[config.mk]
export PLATFORM = sky130hd
export DESIGN_NAME = ldpc_varnode
export DESIGN_NICKNAME = d
export VERILOG_FILES = /design/src/rtl/ldpc_varnode.sv
export SDC_FILE = /design/constraint.sdc
export NUM_CORES = 1
export LEC_CHECK = 0
export CORE_MARGIN = 10
export CORE_UTILIZATION = 51
export CTS_CLUSTER_SIZE = 14
export DETAILED_ROUTE_END_ITERATION = 8
export HOLD_SLACK_MARGIN = 0.06
export PLACE_DENSITY = 0.75
export SLEW_MARGIN = 10
export SYNTH_ARGS = -nofsm -noshare
export SYNTH_HDL_FRONTEND = slang
export SYNTH_SLANG_ARGS = --single-unit
[constraint.sdc]
create_clock -name i_clock -period 3.65 [get_ports i_clock]
set_input_delay 1.095 -clock i_clock [delete_from_list [all_inputs] [get_ports i_clock]]
set_output_delay 1.095 -clock i_clock [all_outputs]
set_load 0.02 [all_outputs]
[src/rtl/ldpc_varnode.sv]
// LDPC variable node: accumulates channel + DEGREE check messages, then emits extrinsics and a hard decision.
// Optional LDPC_VARNODE_SAT_EN: symmetric saturation of extrinsics instead of two's-complement wrap.
module ldpc_varnode #(
    parameter int DEGREE    = 6,
    parameter int WIDTH     = 8,
    parameter int ACC_WIDTH = 12
) (
    input  logic             i_clock,
    input  logic             i_reset,
    input  logic [WIDTH-1:0] i_chan_llr,
    input  logic             i_chan_valid,
    output logic             o_chan_ready,
    input  logic [WIDTH-1:0] i_c2v_data,
    input  logic             i_c2v_valid,
    output logic             o_c2v_ready,
    output logic [WIDTH-1:0] o_v2c_data,
    output logic             o_v2c_valid,
    input  logic             i_v2c_ready,
    output logic             o_v2c_last,
    output logic             o_hard_bit,
    output logic             o_hard_valid
);
    // state  | meaning
    // IDLE   | waiting for the channel LLR
    // ACCUM  | collecting DEGREE check-to-variable messages
    // EMIT   | streaming DEGREE extrinsic messages
    typedef enum logic [1:0] {S_IDLE, S_ACCUM, S_EMIT} state_t;

    localparam int IDX_W = (DEGREE > 1) ? $clog2(DEGREE) : 1;

    state_t                       state, state_nxt;
    logic        [IDX_W-1:0]      idx;
    logic signed [ACC_WIDTH-1:0]  acc;
    logic signed [ACC_WIDTH-1:0]  acc_sum;
    logic signed [ACC_WIDTH-1:0]  chan_ext;
    logic signed [ACC_WIDTH-1:0]  c2v_ext;
    logic        [WIDTH-1:0]      buffer [DEGREE];
    logic        [WIDTH-1:0]      ext;
    logic                         chan_xfer, c2v_xfer, v2c_xfer, idx_last;

    assign chan_xfer = i_chan_valid && (state == S_IDLE);
    assign c2v_xfer  = i_c2v_valid  && (state == S_ACCUM);
    assign v2c_xfer  = i_v2c_ready  && (state == S_EMIT);
    assign idx_last  = (idx == IDX_W'(DEGREE - 1));

    assign chan_ext = {{(ACC_WIDTH-WIDTH){i_chan_llr[WIDTH-1]}}, i_chan_llr};
    assign c2v_ext  = {{(ACC_WIDTH-WIDTH){i_c2v_data[WIDTH-1]}}, i_c2v_data};
    assign acc_sum  = acc + c2v_ext;

`ifdef LDPC_VARNODE_SAT_EN
    localparam logic signed [ACC_WIDTH:0] SAT_MAX = (ACC_WIDTH+1)'(2**(WIDTH-1) - 1);
    localparam logic signed [ACC_WIDTH:0] SAT_MIN = -SAT_MAX;
    localparam logic        [WIDTH-1:0]   EXT_MAX = WIDTH'(2**(WIDTH-1) - 1);
    localparam logic        [WIDTH-1:0]   EXT_MIN = -EXT_MAX;

    logic signed [ACC_WIDTH:0] diff;

    always_comb begin
        diff = {acc[ACC_WIDTH-1], acc} - {{(ACC_WIDTH+1-WIDTH){buffer[idx][WIDTH-1]}}, buffer[idx]};
        if (diff > SAT_MAX) begin
            ext = EXT_MAX;
        end else if (diff < SAT_MIN) begin
            ext = EXT_MIN;
        end else begin
            ext = diff[WIDTH-1:0];
        end
    end
`else
    // Only the low WIDTH bits survive a wrapping subtraction, so compute just those.
    always_comb begin
        ext = acc[WIDTH-1:0] - buffer[idx];
    end
`endif

    assign o_chan_ready = (state == S_IDLE);
    assign o_c2v_ready  = (state == S_ACCUM);
    assign o_v2c_valid  = (state == S_EMIT);
    assign o_v2c_last   = (state == S_EMIT) && idx_last;
    assign o_v2c_data   = (state == S_EMIT) ? ext : '0;

    always_ff @(posedge i_clock) begin
        if (i_reset) begin
            state <= S_IDLE;
        end else begin
            state <= state_nxt;
        end
    end

    always_comb begin
        state_nxt = state;
        case (state)
            S_IDLE:  if (chan_xfer)             state_nxt = S_ACCUM;
            S_ACCUM: if (c2v_xfer && idx_last)  state_nxt = S_EMIT;
            S_EMIT:  if (v2c_xfer && idx_last)  state_nxt = S_IDLE;
            default:                            state_nxt = S_IDLE;
        endcase
    end

    always_ff @(posedge i_clock) begin
        if (i_reset) begin
            idx          <= '0;
            o_hard_bit   <= 1'b0;
            o_hard_valid <= 1'b0;
        end else begin
            o_hard_valid <= 1'b0;
            if (chan_xfer) begin
                idx <= '0;
            end
            if (c2v_xfer) begin
                idx <= idx_last ? '0 : idx + IDX_W'(1);
                if (idx_last) begin
                    o_hard_valid <= 1'b1;
                    o_hard_bit   <= acc_sum[ACC_WIDTH-1];
                end
            end
            if (v2c_xfer) begin
                idx <= idx_last ? '0 : idx + IDX_W'(1);
            end
        end
    end

    // Datapath storage is fully rewritten for every node, so it carries no reset.
    always_ff @(posedge i_clock) begin
        if (chan_xfer) begin
            acc <= chan_ext;
        end
        if (c2v_xfer) begin
            acc         <= acc_sum;
            buffer[idx] <= i_c2v_data;
        end
    end

endmodule

==> flow_metrics.tcl, run 1 <==
set metrics [dict create \
    pin_count 35 \
    post-place-ws_ns -0.5820 \
    dr.pass1.iters 4 \
    intPower_mw 1.460 \
    ys.flop_type "edfxtp_1" \
    netlist_instances 272 \
    worst_slew_pin_slew_ns 0.4862 \
    leakagePower_nw 1.676 \
    numCtsBuffers 9 \
    grt_max_degree 15 \
    grt_pass1_vias 2576 \
    grt_pass1_wl_mm 13.10 \
    path_clk_slew_ns 0.08 \
    r2r_start "acc[0]" \
    yosysTopAreaCellShare_pct 51.63 \
    rows 30 \
    path_buf_inv 2 \
    switching_share_pct 25.19 \
    setup_viol 5 \
    power.share.combinational_pct 18.2 \
    route.detailed.drc 0 \
    synth_seq_area_share_pct 57.37 \
    drt_wl_total_mm 8.071 \
    end_kind "output pin" \
    cts.htree.levels 3 \
    maxSlewViolCount 0 \
    min_period_over_period_pct 107.4 \
    maxCapViolCount 0 \
    hold_class "reg2reg" \
    drive_gt1_share_pct 25.93 \
    gp_congestion 0.8780 \
    cp_cell_sequence "mux4_2 -> nor2_2 -> a21oi_2 -> ha_2 -> inv_2 -> fa_2 -> a21o_1 -> a21o_1 -> a21oi_2 -> or4b_1 -> nand3_2 -> buf_6" \
    diodes 0 \
    synthTopCellsByArea "edfxtp_1, ha_1, dfxtp_1" \
    rsz0062_at_grt "yes" \
    required_ns 2.55 \
    pwr-share-clk_pct 35.2 \
    synth_seq_cells 70 \
    yosys.area.top_type "edfxtp_1" \
    fp.coreArea_mm2 0.006719 \
    max-slew-margin-rel_pct 67.51 \
    drt_iter0_markers 113 \
    die_y_um 102.7 \
    r2r_slack_ns 1.29 \
    finalCriticalPeriod_ns 3.921 \
    fmax_ghz 0.2550 \
    worstHoldPathCells 2 \
    power_mw 1.952 \
    utilization_pct 66.78 \
    cts_sinks 70 \
    p_switching_mw 0.4917 \
    hold_viol_final 0 \
    layout.nets 388 \
    async_flop_share_pct 0 \
    syn-cell-area_mm2 0.003490 \
    vias_per_cell 5.652 \
    startpoint_type "flip-flop" \
    worstRegToRegCells 8 \
    outcome "finished with violations" \
    worstPathMaxFanout 4 \
    synth_fp_nets 314 \
    port_buffers 34 \
    syn_avg_cell_area_um2 12.83 \
    hpwlAfterDp_mm 6.023 \
    antenna_found_initial 0 \
    min_to "o_hard_bit" \
    crit_slowest_cell "mux4_2" \
    syn2layout_area_growth_pct 28.58 \
    cts_root_buf "clkbuf_8" \
    tritoncts "built" \
    final.setup.worst_slack_ns -0.2712 \
    avgRoutedWirePerCell_um 18.73 \
    grt_overflow 0 \
    ant_nets 0 \
    synth_cell_types 49 \
    die_area_mm2 0.01055 \
    synth_edf_count 60 \
    worstHoldStart "o_hard_bit" \
    reg2reg_to "acc[8]" \
    die_w_um 102.7 \
    clock_path_buffers 2 \
    fin_skew_ns 0.006716 \
    power.density_mw_per_mm2 435.1 \
    start_util_pct 51.94 \
    vias 2436 \
    violations "negative setup slack" \
    criticalPathCategory "reg2out" \
    critPathMaxStageDelay_ns 0.51 \
    gr-usage-all-layers_pct 16.32 \
    ir_drop_mv 0.3387 \
    worst_ep_arrival_time_ns 2.83 \
    seq_power_share_pct 46.7 \
    insertion_delay_ns 0.34 \
    crit_family "simple AND/OR/NAND/NOR gates" \
    holdWs_ns 0.5640 \
    ys_warn_count 0 \
]
[repair_timing]
action,CTS,global route
hold buffers,0,0
pin swaps,2,4
buffers inserted,0,1
setup endpoints to repair,8,6
resized for setup,42,9
[Yosys cell counts, types with 4 or more instances]
| master | number |
|---|---|
| edfxtp_1 | 60 |
| nand2_1 | 28 |
| nor2_1 | 21 |
| ha_1 | 19 |
| a21oi_1 | 14 |
| o21ai_0 | 13 |
| dfxtp_1 | 10 |
| mux2i_1 | 9 |
| clkbuf_1 | 8 |
| mux4_2 | 8 |
| xnor2_1 | 8 |
| o21a_1 | 7 |
| nor3_1 | 6 |
| a21o_1 | 5 |
| and2_1 | 5 |
| xor2_1 | 4 |
[per-stage QoR]
| stage | cell area [um2] | TNS, ns | instances |
|---|---|---|---|
| after detailed placement | 4205 | -2.163 | 414 |
| after floorplan | 3516 | 0 | 272 |
| final | 4487 | -0.9177 | 431 |
| after global routing | 4487 | -1.570 | 431 |
| after global placement | 4205 | -1.792 | 414 |
| after CTS | 4451 | -1.032 | 430 |
[power groups by stage]
stage          clock, mW  combinational (mW)  sequential (mW)
2_1_floorplan          0               0.212            0.921
3_3_place_gp           0               0.328            0.927
3_5_place_dp           0               0.335            0.929
4_1_cts            0.697               0.345            0.910
5_1_grt            0.736               0.392            0.914
6_report           0.686               0.354            0.911
[cells by family after synthesis]
family          count (synthesis)  synth area share (%)
compound gates                 60                 11.37
xor+xnor                       12                 3.012
fa+ha+maj                      21                 7.960
buf+inv                        14                 1.578
flops                          70                 57.37
mux                            18                 8.067
simple gates                   77                 10.65
[flip-flops by register name (all words and copies together) (netlist names), named ones only]
signal        cells
idx               3
acc              12
o_hard_bit        1
o_hard_valid      1
state             2
buffer           48
[layout by cell type, fill, tap and decap left out, drive strengths merged, types with 2 or more instances in the layout]
master / n
ha: 19
a21o: 5
a31oi: 2
clkinv: 2
nor2: 21
xor2: 4
nor3: 6
bufinv: 2
xnor2: 8
clkdlybuf4s50: 26
nor3b: 2
a21oi: 14
nand2: 28
nor4b: 2
o21ai: 16
fa: 2
mux2i: 9
buf: 44
dfxtp: 10
edfxtp: 60
clkbuf: 10
nor2b: 3
o21a: 7
dlygate4sd2: 2
mux4: 8
inv: 5
o31ai: 3
clkinvlp: 2
and2: 5
a211oi: 2
[metal layers]
metal | up-vias | global-route usage, % | routed length [um]
met5 | - | 0 | 0
met4 | 0 | 6.725 | 166
met1 | 1173 | 20.27 | 3470
met2 | 65 | 26.59 | 4011
li1 | 1188 | - | -
met3 | 10 | 4.021 | 422
[worst max-delay path by stage]
stage | depth (start not counted) | endpoint | from
2_1_floorplan | 10 | o_v2c_data[7] | flip-flop
3_3_place_gp | 10 | o_v2c_data[7] | flip-flop
3_5_place_dp | 10 | o_v2c_data[7] | flip-flop
4_1_cts | 12 | o_v2c_data[6] | flip-flop
5_1_grt | 12 | o_v2c_data[6] | flip-flop
6_report | 12 | o_v2c_data[6] | flip-flop
[final cells by class]
type	count	area (um2)
Clock buffer	9	123.9
Clock inverter	7	97.59
Timing Repair Buffer	73	628.1
Multi-Input combinational cell	188	1516
Fill cell	489	2232
Inverter	4	15.01
Tap cell	80	100.1
Sequential cell	70	2006
[worst min-delay path, cell delays in order, from the launching register on]
cell and delay, ns:
dfxtp_1 0.32, nor2_1 0.13, a311oi_2 0.06
(Power assumes the default switching activity.)
==> run 2: changes to the inputs <==
--- a/config.mk
+++ b/config.mk
@@ -5,10 +5,10 @@
 export SDC_FILE = /design/constraint.sdc
 export NUM_CORES = 1
 export LEC_CHECK = 0
-export CORE_MARGIN = 10
 export CORE_UTILIZATION = 51
 export CTS_CLUSTER_SIZE = 14
 export DETAILED_ROUTE_END_ITERATION = 8
+export GPL_TIMING_DRIVEN = 0
 export HOLD_SLACK_MARGIN = 0.06
 export PLACE_DENSITY = 0.75
 export SLEW_MARGIN = 10
==> run 2 against run 1 <==
The flow still finishes with violations (negative setup slack). Final cell count down 4.6%. Global-route usage rose by 7.2 points. Clock skew decreased by 0.0021 ns. Non-clock buffer count down 17. Sequential share of layout area rose by 0.85 points. Die area shrank 32%. Highest routed layer unchanged.
==> flow_metrics.tcl, run 2 (synthesis results as in run 1) <==
set metrics [dict create \
    stdcell_count 411 \
    avgRoutedWirePerCell_um 19.39 \
    layout.nets 371 \
    grt_util_met3_pct 5.015 \
    hold_viol_final 0 \
    fin_skew_ns 0.004639 \
    outcome "finished with violations" \
    final.setup.worst_slack_ns -0.4515 \
    r2r_slack_ns 1.15 \
    cts_sinks 70 \
    rsz0062_at_grt "yes" \
    vias 2415 \
    post-place-ws_ns -0.8781 \
    largest_reg_flops 48 \
    clock_path_buffers 2 \
    route.detailed.drc 0 \
    largest_register "buffer" \
    final_cell_mix "edfxtp_1, nand2_1, clkdlybuf4s50_1, nor2_1, ha_1" \
    dr.pass1.iters 4 \
    hold_class "reg2reg" \
    critPathMaxStageDelay_ns 0.57 \
    drive_gt1_share_pct 23.65 \
    reg_top3 "buffer: 48 flops, acc: 12 flops, idx: 3 flops" \
    power.density_mw_per_mm2 438.3 \
    criticalPathCategory "reg2out" \
    fillers 476 \
    vias_per_cell 5.876 \
    maxSlewViolCount 0 \
    startpoint_type "flip-flop" \
    numCtsBuffers 9 \
    drt_wl_total_mm 7.970 \
    start_util_pct 53.73 \
    rows 29 \
    antenna_found_initial 0 \
    required_ns 2.55 \
    worst_ep_arrival_time_ns 3.01 \
    final_common_cell "edfxtp_1" \
    die_y_um 84.72 \
    violations "negative setup slack" \
    syn2layout_area_growth_pct 26.43 \
    gr-usage-all-layers_pct 23.53 \
    grt_pass1_vias 2411 \
    worstPathMaxFanout 4 \
    path_clk_slew_ns 0.08 \
    leakagePower_nw 1.586 \
    cp_cell_sequence "mux4_2 -> nor2_2 -> a21oi_2 -> ha_2 -> inv_2 -> fa_2 -> a21o_1 -> a21o_1 -> a21oi_2 -> or4b_4 -> nand3_4 -> buf_6" \
    gp_congestion 0.8581 \
    hpwlAfterDp_mm 5.367 \
    worst_slew_pin_slew_ns 1.181 \
    utilization_pct 67.93 \
    setup_viol 5 \
    pin_count 35 \
    busiest_layer "met2" \
    cts_root_buf "clkbuf_8" \
    finalCriticalPeriod_ns 4.102 \
    cts.htree.levels 3 \
    die_area_mm2 0.007177 \
    end_kind "output pin" \
    dp_cells 386 \
    ant_nets 0 \
    min_period_over_period_pct 112.4 \
    tritoncts "built" \
    insertion_delay_ns 0.35 \
    grt_pass1_wl_mm 12.33 \
    grt_max_degree 13 \
    grt_overflow 0 \
    ir_drop_mv 0.2425 \
    drt_iter0_markers 193 \
    fp.coreArea_mm2 0.006495 \
    diodes 0 \
    grtUsageMet1_pct 30.30 \
    port_buffers 34 \
    maxCapViolCount 0 \
    crit_slowest_cell "or4b_4" \
    use_met2_pct 38.95 \
    fmax_ghz 0.2438 \
    max-slew-margin-rel_pct 20.97 \
    die_w_um 84.72 \
]
[run 2: changes by cell type in the layout (fill, tap and decap cells not counted), moves of 2 or more]
cell / before / now
ha_2: 1 / 3
clkbuf_1: 0 / 7
buf_12: 0 / 2
buf_2: 0 / 2
ha_1: 17 / 15
buf_4: 40 / 13
[run 2: stage by stage]
step	area, um2	hold WS [ns]	setup TNS (ns)	power, mW
after floorplan	3516	0.5940	0	1.133
after global placement	3953	0.5319	-18.44	1.212
after detailed placement	4004	0.5451	-4.431	1.222
after CTS	4367	0.5545	-1.845	1.917
after global routing	4412	0.6103	-2.083	2.001
final	4412	0.5559	-1.583	1.934
[run 2: path summary, 6_finish.rpt]
kind,from,to,cells past startpoint
setup reg to reg,idx[0],o_hard_bit,6
hold reg to reg,o_hard_bit,o_hard_bit,2
hold / removal,o_hard_bit,o_hard_bit,2
setup / recovery,flip-flop,o_v2c_data[6],12
[run 2: area by class of cell]
| cell class | count | area, um2 | area share (%) |
|---|---|---|---|
| sequential | 70 | 2009 | 45.55 |
| multi-input combinational | 188 | 1584 | 35.90 |
| timing repair buffer | 48 | 446.7 | 10.12 |
| clock buffer | 10 | 127.6 | 2.893 |
| tap | 77 | 96.34 | 2.184 |
| clock inverter | 6 | 85.08 | 1.929 |
| buffer | 8 | 47.55 | 1.078 |
| inverter | 4 | 15.01 | 0.3403 |
[run 2: where the power goes]
part,internal [mW],total (mW),switching [mW]
registers,0.894,0.907,0.0136
clock network,0.384,0.685,0.301
logic,0.163,0.342,0.179
[run 2: repair_timing]
item,CTS,global route
buffers inserted,9,3
pin swaps,11,14
hold buffers,0,0
setup endpoints to repair,8,8
gates resized for setup,56,19
[run 2: critical path: cells and delay by family (launching register included)]
| kind | cells | cell delay, ns |
|---|---|---|
| buffers and inverters | 2 | 0.17 |
| multiplexers | 1 | 0.51 |
| adder cells (fa/ha/maj) | 2 | 0.39 |
| AND/OR/NAND/NOR | 3 | 0.79 |
| AO/OA/AOI/OAI | 4 | 0.39 |
| flip-flops | 1 | 0.40 |
[run 2: routing by layer]
layer | share of wire [%] | wire length [um] | vias to the layer above
met2 | 50 | 3982 | 74
met3 | 5.0 | 398 | 15
met1 | 43 | 3421 | 1169
li1 | - | - | 1157
met5 | 0 | 0 | -
met4 | 2.1 | 167 | 0
==> run 3: changes to the inputs <==
--- a/config.mk
+++ b/config.mk
@@ -5,6 +5,7 @@
 export SDC_FILE = /design/constraint.sdc
 export NUM_CORES = 1
 export LEC_CHECK = 0
+export CORE_MARGIN = 3
 export CORE_UTILIZATION = 51
 export CTS_CLUSTER_SIZE = 14
 export DETAILED_ROUTE_END_ITERATION = 8
==> run 3 against run 2 <==
The run still ends with negative setup slack left. Worst setup slack worse by 0.017 ns. Sequential power barely moved. Routed wire length fell by 1.2%. Utilization up 0.50 points. Count of clock-buffer cells in the layout is 1 lower. Global-route usage down 1.5 points. Non-clock buffer count is 5 higher. Clock skew is 0.0050 ns higher. Critical endpoint is now o_v2c_data[4]. Largest cell class unchanged.
==> flow_metrics.tcl, run 3 (synthesis results as in run 1) <==
set metrics [dict create \
    outcome "finished with violations" \
    violations "negative setup slack" \
    holdWs_ns 0.5567 \
    fp.coreArea_mm2 0.006495 \
    worstPathMaxFanout 4 \
    hpwlAfterDp_mm 5.531 \
    criticalPathCategory "reg2out" \
    final.setup.worst_slack_ns -0.4689 \
    cts_root_buf "clkbuf_8" \
    largest_register "buffer" \
    multiInputGateArea_mm2 0.001598 \
    ff_latch_area_mm2 0.002004 \
    startpoint_type "flip-flop" \
    start_util_pct 53.73 \
    leakagePower_nw 1.612 \
    crit_end "o_v2c_data[4]" \
    finalInstanceArea_mm2 0.004444 \
    grt_max_degree 14 \
    reg_top3 "buffer: 48 flops, acc: 12 flops, idx: 3 flops" \
    cp_cell_sequence "buf_6 -> buf_12 -> buf_8 -> mux2i_2 -> a21oi_2 -> ha_2 -> inv_2 -> fa_2 -> a21o_1 -> a21o_1 -> buf_4 -> buf_6 -> buf_6 -> xnor2_2 -> nor2_1 -> buf_4" \
    maxSlewViolCount 0 \
    gp_congestion 0.8727 \
    syn2layout_area_growth_pct 27.36 \
    cts_sinks 70 \
    layout.nets 376 \
    utilization_pct 68.43 \
    setup_tns_ns -2.076 \
    die_y_um 88.72 \
    cts.htree.levels 3 \
    min_period_over_period_pct 112.8 \
    vias_per_cell 5.796 \
    rsz0062_at_grt "yes" \
    clock_path_buffers 2 \
    r2r_start "idx[0]" \
    power.density_mw_per_mm2 423.8 \
    final_cell_mix "edfxtp_1, nand2_1, clkdlybuf4s50_1, nor2_1, buf_4" \
    fmax_ghz 0.2428 \
    place_area_mm2 0.004006 \
    grt_pass1_wl_mm 12.54 \
    ir_drop_mv 0.2847 \
    seq_power_share_pct 48.2 \
    worstRegToRegCells 6 \
    grt_overflow 0 \
    vias 2411 \
    pwr-share-clk_pct 32.6 \
    switching_share_pct 26.11 \
    gr-usage-all-layers_pct 22.05 \
    rows 29 \
    worst_ep_arrival_time_ns 3.02 \
    ant_nets 0 \
    finalCriticalPeriod_ns 4.119 \
    fin_skew_ns 0.009607 \
    p_switching_mw 0.4917 \
    critPathMaxStageDelay_ns 0.35 \
    crit_path_frequent_cell "buf_6" \
    die_w_um 88.72 \
    max-slew-margin-rel_pct 14.06 \
    setup_viol 6 \
    port_buffers 34 \
    fillers 477 \
    r2r_slack_ns 1.10 \
    intPower_mw 1.392 \
    diodes 0 \
    drive_gt1_share_pct 25.07 \
    maxCapViolCount 0 \
    reg2reg_to "o_hard_bit" \
    dr.pass1.iters 4 \
    path_clk_slew_ns 0.08 \
    power_mw 1.884 \
    antenna_found_initial 0 \
    required_ns 2.55 \
    end_kind "output pin" \
    largest_reg_flops 48 \
    final_common_cell "edfxtp_1" \
    crit_slowest_cell "fa_2" \
    die_area_mm2 0.007871 \
    grt_pass1_vias 2413 \
    numCtsBuffers 9 \
    post-place-ws_ns -0.8583 \
    drt_wl_total_mm 7.876 \
    tritoncts "built" \
    stdcell_count 416 \
    dp_cells 387 \
    power.share.combinational_pct 19.1 \
    hold_class "reg2reg" \
    pin_count 35 \
    route.detailed.drc 0 \
    insertion_delay_ns 0.35 \
    avgRoutedWirePerCell_um 18.93 \
    worst_slew_pin_slew_ns 1.284 \
    hold_viol_final 0 \
    drt_iter0_markers 154 \
]
-- run 3: cell count changes in the layout (fill, tap and decap cells not counted), sizes merged --
cell	change
bufinv	-1
clkbuf	-2
buf	+6
clkinv	+1
inv	+1
-- run 3: power groups by stage --
stage	clock [mW]	combinational, mW	sequential, mW
after global routing	0.663	0.397	0.911
final	0.615	0.360	0.908
after global placement	0	0.289	0.923
after detailed placement	0	0.296	0.924
after floorplan	0	0.212	0.921
after CTS	0.623	0.344	0.909
-- run 3: per-layer routing --
metal | routed length [um] | track usage [%] | up-vias
li1 | - | - | 1168
met1 | 3344 | 28.32 | 1165
met2 | 3994 | 37.45 | 66
met3 | 426 | 6.331 | 12
met4 | 110 | 4.396 | 0
met5 | 0 | 0 | -
-- run 3: worst min-delay path by stage --
stage / startpoint / cells after the start / end
2_1_floorplan: o_hard_bit / 2 / o_hard_bit
4_1_cts: o_hard_bit / 2 / o_hard_bit
6_report: o_hard_bit / 2 / o_hard_bit
3_3_place_gp: o_hard_bit / 2 / o_hard_bit
3_5_place_dp: o_hard_bit / 2 / o_hard_bit
5_1_grt: o_hard_bit / 2 / o_hard_bit
-- run 3: area by class of cell --
class                      count  share of cell area, %
clock inverter                 7                  1.633
multi-input combinational    188                  35.95
inverter                       4                 0.3378
timing repair buffer          52                  10.70
sequential                    70                  45.10
tap                           77                  2.168
clock buffer                   9                  2.787
buffer                         9                  1.323
-- run 3: timing repair --
item	in CTS	in global routing
pin swaps	10	7
resized for setup	66	7
hold buffers	0	0
buffers inserted	12	2
endpoints found under the setup margin	8	7
-- run 3: critical path: cells and delay by family, from the launching register on --
| family | cells | cell delay (ns) |
|---|---|---|
| muxes | 1 | 0.15 |
| adders and majority gates | 2 | 0.55 |
| buffers and inverters | 8 | 0.89 |
| AOI/OAI and AO/OA | 3 | 0.52 |
| and+or+nand+nor | 1 | 0.10 |
| DFF | 1 | 0.33 |
| xor gates and xnor gates | 1 | 0.11 |
